**src/rtl/controle_busca_pc16.sv**
```systemverilog
// controle_busca_pc16 -- fetch sequencer for the 16-bit program counter.
//
// Drives the load port of the external PC register, runs a req/ready read
// handshake towards instruction memory, buffers the fetched word and offers it
// to the decoder via a valid/accept handshake. Branch redirects take priority
// over both memory completion and decoder acceptance.
//
// Ports:
//   clock_sinal      in   1     system clock, rising edge
//   reset_sinal      in   1     synchronous active-high reset
//   habilita         in   1     allows new fetches to start
//   desvio_valido    in   1     redirect request
//   desvio_endereco  in   LARG  redirect target
//   pc_atual         in   LARG  current PC (external register output)
//   pc_carrega       out  1     PC register load enable
//   pc_proximo       out  LARG  value to load into the PC register
//   mem_req          out  1     memory read request
//   mem_endereco     out  LARG  read address (pc_atual)
//   mem_pronto       in   1     read data valid this cycle
//   mem_dado         in   LARG  read data
//   instr_valida     out  1     fetched instruction available
//   instr_saida      out  LARG  fetched instruction buffer
//   instr_aceita     in   1     decoder takes instr_saida this cycle

module controle_busca_pc16 #(
  parameter int unsigned         LARG        = 16,
  parameter logic [LARG-1:0]     INCREMENTO  = LARG'(1),
  parameter logic [LARG-1:0]     END_INICIAL = '0
) (
  input  logic            clock_sinal,
  input  logic            reset_sinal,
  input  logic            habilita,
  input  logic            desvio_valido,
  input  logic [LARG-1:0] desvio_endereco,
  input  logic [LARG-1:0] pc_atual,
  output logic            pc_carrega,
  output logic [LARG-1:0] pc_proximo,
  output logic            mem_req,
  output logic [LARG-1:0] mem_endereco,
  input  logic            mem_pronto,
  input  logic [LARG-1:0] mem_dado,
  output logic            instr_valida,
  output logic [LARG-1:0] instr_saida,
  input  logic            instr_aceita
);

  typedef enum logic [1:0] {
    INICIA  = 2'b00,
    OCIOSO  = 2'b01,
    BUSCA   = 2'b10,
    ENTREGA = 2'b11
  } estado_t;

  estado_t estado;
  estado_t estado_prox;
  logic    captura;

  // The PC register is the address source, so the request address needs no
  // local copy: it stays stable because the PC only loads on completion.
  assign mem_endereco = pc_atual;

  always_comb begin
    estado_prox  = estado;
    pc_carrega   = 1'b0;
    pc_proximo   = pc_atual;
    mem_req      = 1'b0;
    instr_valida = 1'b0;
    captura      = 1'b0;

    case (estado)
      INICIA: begin
        pc_carrega  = 1'b1;
        pc_proximo  = END_INICIAL;
        estado_prox = OCIOSO;
      end

      OCIOSO: begin
        if (desvio_valido) begin
          pc_carrega = 1'b1;
          pc_proximo = desvio_endereco;
        end else if (habilita) begin
          estado_prox = BUSCA;
        end
      end

      BUSCA: begin
        mem_req = 1'b1;
        // Redirect wins over completion: the returning word is dropped.
        if (desvio_valido) begin
          pc_carrega  = 1'b1;
          pc_proximo  = desvio_endereco;
          estado_prox = OCIOSO;
        end else if (mem_pronto) begin
          captura     = 1'b1;
          pc_carrega  = 1'b1;
          pc_proximo  = pc_atual + INCREMENTO;
          estado_prox = ENTREGA;
        end
      end

      ENTREGA: begin
        instr_valida = 1'b1;
        // Redirect wins over accept: the buffered word is never delivered.
        if (desvio_valido) begin
          pc_carrega  = 1'b1;
          pc_proximo  = desvio_endereco;
          estado_prox = OCIOSO;
        end else if (instr_aceita) begin
          estado_prox = habilita ? BUSCA : OCIOSO;
        end
      end

      default: estado_prox = INICIA;
    endcase

    // Reset overrides whatever the current state would present.
    if (reset_sinal) begin
      mem_req      = 1'b0;
      instr_valida = 1'b0;
      pc_carrega   = 1'b0;
      pc_proximo   = pc_atual;
      captura      = 1'b0;
    end
  end

  always_ff @(posedge clock_sinal) begin
    if (reset_sinal) begin
      estado      <= INICIA;
      instr_saida <= '0;
    end else begin
      estado <= estado_prox;
      if (captura) begin
        instr_saida <= mem_dado;
      end
    end
  end

endmodule

```
**config.mk**
```make
export PLATFORM = sky130hd
export DESIGN_NAME = controle_busca_pc16
export DESIGN_NICKNAME = d
export VERILOG_FILES = /design/src/rtl/controle_busca_pc16.sv
export SDC_FILE = /design/constraint.sdc
export NUM_CORES = 1
export LEC_CHECK = 0
export CAP_MARGIN = 20
export CORE_MARGIN = 2
export CORE_UTILIZATION = 29
export CTS_CLUSTER_DIAMETER = 150
export CTS_CLUSTER_SIZE = 12
export DETAILED_ROUTE_END_ITERATION = 8
export DONT_BUFFER_PORTS = 1
export GPL_TIMING_DRIVEN = 0
export SLEW_MARGIN = 10
export SYNTH_ARGS = -nofsm -noshare
export SYNTH_HDL_FRONTEND = slang
export SYNTH_SLANG_ARGS = --single-unit
```
**constraint.sdc**
```tcl
create_clock -name clock_sinal -period 2.1 [get_ports clock_sinal]
set_clock_uncertainty 0.1 [all_clocks]
set_input_delay 0.21 -clock clock_sinal [delete_from_list [all_inputs] [get_ports clock_sinal]]
set_output_delay 0.21 -clock clock_sinal [all_outputs]
set_load 0.01 [all_outputs]
```
# --- Yosys cells after proc, flatten, opt, wreduce, memory -nomap -nowiden ---
# Index checks and enable logic that the tools add are counted.
# Widths: inputs -> output; s select.
word_totals:
  reg_bits: 18
  latchBits: 0
  in_bits: 54
  ramBits: 0
  memories: 0
  mem_bits_ro: 0
  wordCells: 38
classes:
  order_cmp: 0
  bitwise: 0
  n_reduce_logical: 3
  shifts: 0
  n_mul: 0
  div_mod_pow: 0
  addsub: 1
  eq_ne: 7
  mux: 25
ops:
  columns: ["op", "n"]
  rows:
  - ["$mux 16", 4]
  - ["$pmux 16 s3", 1]
  - ["$add 16x1->16 const B", 1]
  - ["$mux 2", 7]
  - ["$mux 1", 11]
  - ["$pmux 2 s4", 1]
  - ["$ne 3x3->1 const B", 2]
  - ["$eq 2x2->1 const B", 2]
  - ["$ne 2x2->1 const B", 2]
  - ["$reduce_and 4->1", 1]
  - ["$pmux 1 s3", 1]
  - ["$eq 2x1->1 const B", 1]
  - ["$logic_not 2->1", 1]
  - ["$reduce_or 2->1", 1]

# --- Logic depth before layout (Yosys ltp) ---
depth:
  ltp_word: 5
  ltp_mapped: 7
  ltp_nobuf: 6

# --- Worst setup path after synthesis ---
# No wires, ideal clock.
synth_path:
  path_kind: "in2out"
  from: "input port pc_atual[0]"
  to: "output port pc_proximo[12]"
  path_buffers: 0
  arrival_time_ps: 1409
  setup_slack_ps: 381
  t_required_ps: 1790
  stages: 6
  cell_sequence: "ha_1 > inv_1 > nor4_4 > nand4_1 > o31a_1 > o22ai_1"
synth_between:
  elab_chain_cells: 5
synth_lines:
  columns: ["element", "line", "text"]
  rows:
  - ["start, declared", "35", "input logic [LARG-1:0] pc_atual,"]
  - ["$add 16x1->16", "96", "pc_proximo = pc_atual + INCREMENTO;"]
  - ["$mux 16", "93", "end else if (mem_pronto) begin"]
  - ["$mux 16", "89", "if (desvio_valido) begin"]
  - ["$pmux 16 s3", "70", "case (estado)"]
  - ["$mux 16", "117", "if (reset_sinal) begin"]
  - ["end, declared", "37", "output logic [LARG-1:0] pc_proximo,"]
# Every way passes these cells.

# --- Worst setup path in the final report ---
layout_path:
  from: "register estado[0]"
  to: "output port pc_proximo[12]"
layout_between:
  elab_chain_cells: 4
  word_cells_on_any_way: 7
  classes_between: "eq/ne (3); mux (2); reduce/logical (2)"
layout_lines:
  columns: ["element", "line", "text"]
  rows:
  - ["start, declared", "54", "estado_t estado;"]
  - ["start signal, assigned", "131", "estado <= estado_prox;"]
  - ["$eq 2x2->1 / $eq 2x1->1 (equally long branches)", "70", null]
  - ["$reduce_or 2->1 (no line)", null, null]
  - ["$pmux 16 s3 (*)", "70", null]
  - ["$mux 16 (*)", "117", null]
# Mark *: on every way between the ends. The rest lies on a longest branch, timed or not.

==> flow_metrics.py <==
metrics = {
    "setup_path": {
        "r2r-start": "estado[0]$_SDFFE_PP0P_",
        "required_ns": 1.79,
        "worstSetupStartpointType": "flip-flop",
        "cp_max_fo": 10,
        "ff2ff_path_depth": 6,
        "critical_path.startpoint": "estado[0]$_SDFFE_PP0P_",
        "crit_arrival_ns": 1.69,
        "end_kind": "primary output",
        "critPathKind": "reg2out",
    },
    "logic_synthesis": {
        "yosys.cell_count.top_type": "nand2_1",
        "synth_cells": 241,
        "synth_edf_count": 0,
        "synth_top_area_share_pct": 22.0,
        "netlist_area_mm2": 0.00164,
        "syn_nets": 296,
        "yosys_register_bits": 18,
        "synth_flop_cell": "dfxtp_1",
        "ys_seq_area_share_pct": 22.0,
        "yosysWarnings": 0,
        "async_reset_ff_share_pct": 0,
        "yosysUniqueCellTypes": 46,
        "yosysTopAreaCell": "dfxtp_1",
        "avgSynthCellArea_um2": 6.80,
        "ys_top_cells_by_count": "nand2_1 (49), a21oi_1 (26), nor2_1 (24)",
        "ys_top_cells_by_area": "dfxtp_1 (22%), nand2_1 (11%), buf_4 (8.3%), a21oi_1 (7.9%), nor2_1 (5.5%)",
    },
    "placed_design": {
        "hpwl_um": 4140,
        "place_congestion": 0.878,
        "dpl.cell_count": 313,
        "io_buffers": 0,
    },
    "drt": {
        "antenna_left": 0,
        "wl_um": 5430,
        "wl_met1_um": 2360,
        "wl_met2_um": 2620,
        "drtIter0Drc": 122,
        "met3WireLength_um": 416,
        "dr.pass1.iters": 4,
        "via_count": 1795,
        "highest_layer": "met4",
        "wl_per_cell_um": 16.4,
        "route.detailed.drc": 0,
        "viasPerCell": 5.44,
    },
    "final_layout": {
        "num-fill-cells": 593,
        "drive_above_1_share_pct": 15.9,
        "multi_input_area_mm2": 0.00108,
        "seqCellArea_um2": 360,
        "area_growth_pct": 17.9,
        "stdcell_count": 330,
        "final_net_count": 315,
        "diodes": 0,
    },
    "clock_network": {
        "cts-root-buf": "clkbuf_8",
        "clkTransAtPathRegs_ns": 0.07,
        "clock_path_buffers": 2,
        "numCtsBuffers": 3,
        "cts_tree": "built",
        "cts_max_level": 1,
        "cts.sinks": 18,
        "worstSkewPairLatency_ns": 0.24,
    },
    "status": {
        "status": "finished clean",
    },
    "global_routing": {
        "antenna_found_initial": 0,
        "grt_pass1_vias": 1557,
        "track_usage_pct": 16.0,
        "grt_pass1_wl_um": 8070,
        "grt_max_degree": 11,
        "grt_overflow": 0,
    },
    "job": {
        "cap_violations": 0,
    },
    "power_and_ir_drop": {
        "vdd_drop_max_mv": 0.238,
        "leakage_uw": 0.000696,
        "power_density_mw_per_mm2": 427,
    },
    "sta": {
        "hold_viol": 0,
        "fmax_mhz": 500,
        "grt_setup_unrepaired": "false",
        "min_period_ns": 2.00,
        "slew_headroom_pct": 64.7,
        "worst_slew_pin_slew_ns": 0.529,
        "drv_slew": 0,
        "setup_viol": 0,
        "fin_crit_sh_pct": 95.3,
        "finalSetupTns_ns": 0,
    },
    "floorplan": {
        "fp.dieH_um": 79.2,
        "fp-row-count": 27,
        "dieWidth_um": 79.2,
        "ios": 105,
        "coreArea_mm2": 0.00547,
        "start_util_pct": 29.9,
        "fp.dieArea_mm2": 0.00626,
    },
    "worst_hold_path": {
        "min_path_type": "in2reg",
        "hp-start": "mem_dado[11]",
        "whs_path_depth": 2,
    },
}
[cell usage in the layout, fill, tap and decap left out, types with 2 or more instances in the layout]
master,n
a22o_1,2
clkbuf_8,3
o22a_1,2
buf_4,18
buf_1,2
nand4_1,4
mux2i_1,6
a222oi_1,2
o21ai_1,3
xor2_1,2
o21ai_0,9
nor3b_1,2
clkbuf_1,4
inv_1,7
dlygate4sd3_1,14
nand2b_1,2
nand2_1,49
a2bb2oi_1,2
a31oi_1,3
nor2_1,23
nor4_4,2
nor3_2,2
buf_2,7
dfxtp_1,18
nand3_1,7
nor3_1,9
a21oi_1,26
o211ai_1,2
a22oi_1,5
[flip-flops by register name, summed over array words and instances, names as in the netlist]
name / count
instr_saida: 16
estado: 2
[power breakdown]
part | internal [µW] | leakage (µW) | total [µW] | switching [µW]
clock network | 127 | 0.0000216 | 241 | 113
registers | 344 | 0.000145 | 346 | 1.42
logic | 100 | 0.000529 | 238 | 137
[cell type report]
cell class / instances / share of cell area, %
Multi-Input combinational cell: 184 / 55.7
Sequential cell: 18 / 18.7
Buffer: 31 / 9.98
Timing Repair Buffer: 14 / 7.26
Tap cell: 72 / 4.67
Clock buffer: 3 / 2.14
Inverter: 8 / 1.56
[final timing paths]
path / to / slack (ns)
setup / recovery: pc_proximo[12] / 0.1
hold / removal: instr_saida[11]$_SDFFE_PP0P_ / 0.0002
hold reg to reg: instr_saida[0]$_SDFFE_PP0P_ / 0.40
setup reg to reg: instr_saida[5]$_SDFFE_PP0P_ / 0.30
[per-stage QoR]
| step | power [µW] | utilization, % | setup WS, ns | hold WS (ns) | area (µm²) |
|---|---|---|---|---|---|
| final | 824 | 35.3 | 0.0993 | 0.000191 | 1930 |
| after global routing | 873 | 35.3 | 0.0125 | 0.00907 | 1930 |
| after floorplan | 529 | - | 0.381 | 0.246 | 1640 |
| after CTS | 829 | 34.9 | 0.0174 | 0.00134 | 1910 |
| after global placement | 565 | 31.6 | 0.145 | 0.248 | 1730 |
| after detailed placement | 567 | 31.6 | 0.105 | 0.253 | 1730 |
[worst max-delay path, cell delays in order (launching register included)]
cell and delay [ns]:
dfxtp_1 0.30, buf_4 0.16, nor4_4 0.34, nand4_1 0.17, o31a_1 0.27, o22ai_2 0.19
[per-layer routing]
layer	global-route usage, %	vias up
li1	-	875
met1	21.6	846
met2	26.3	70
met3	3.86	4
met4	2.59	0
met5	0	-
[kinds of logic (layout without fill, tap and decap cells)]
group	Yosys count	in the layout	synth area share (%)
XOR/XNOR	2	2	1.07
buffers and inverters	39	56	13.6
adder cells (fa/ha/maj)	1	1	0.764
AO/OA/AOI/OAI	64	64	24.6
AND/OR/NAND/NOR	111	111	34.3
multiplexers	6	6	3.67
flip-flops	18	18	22.0
[repair_timing]
action                                  CTS  global route
hold buffers                             14             0
endpoints found under the setup margin    2             7
endpoints found under the hold margin    14             0
buffers inserted                          0             0
pin swaps                                 0             0
resized for setup                         1             5
No activity file was read; power rests on OpenSTA's default activity.
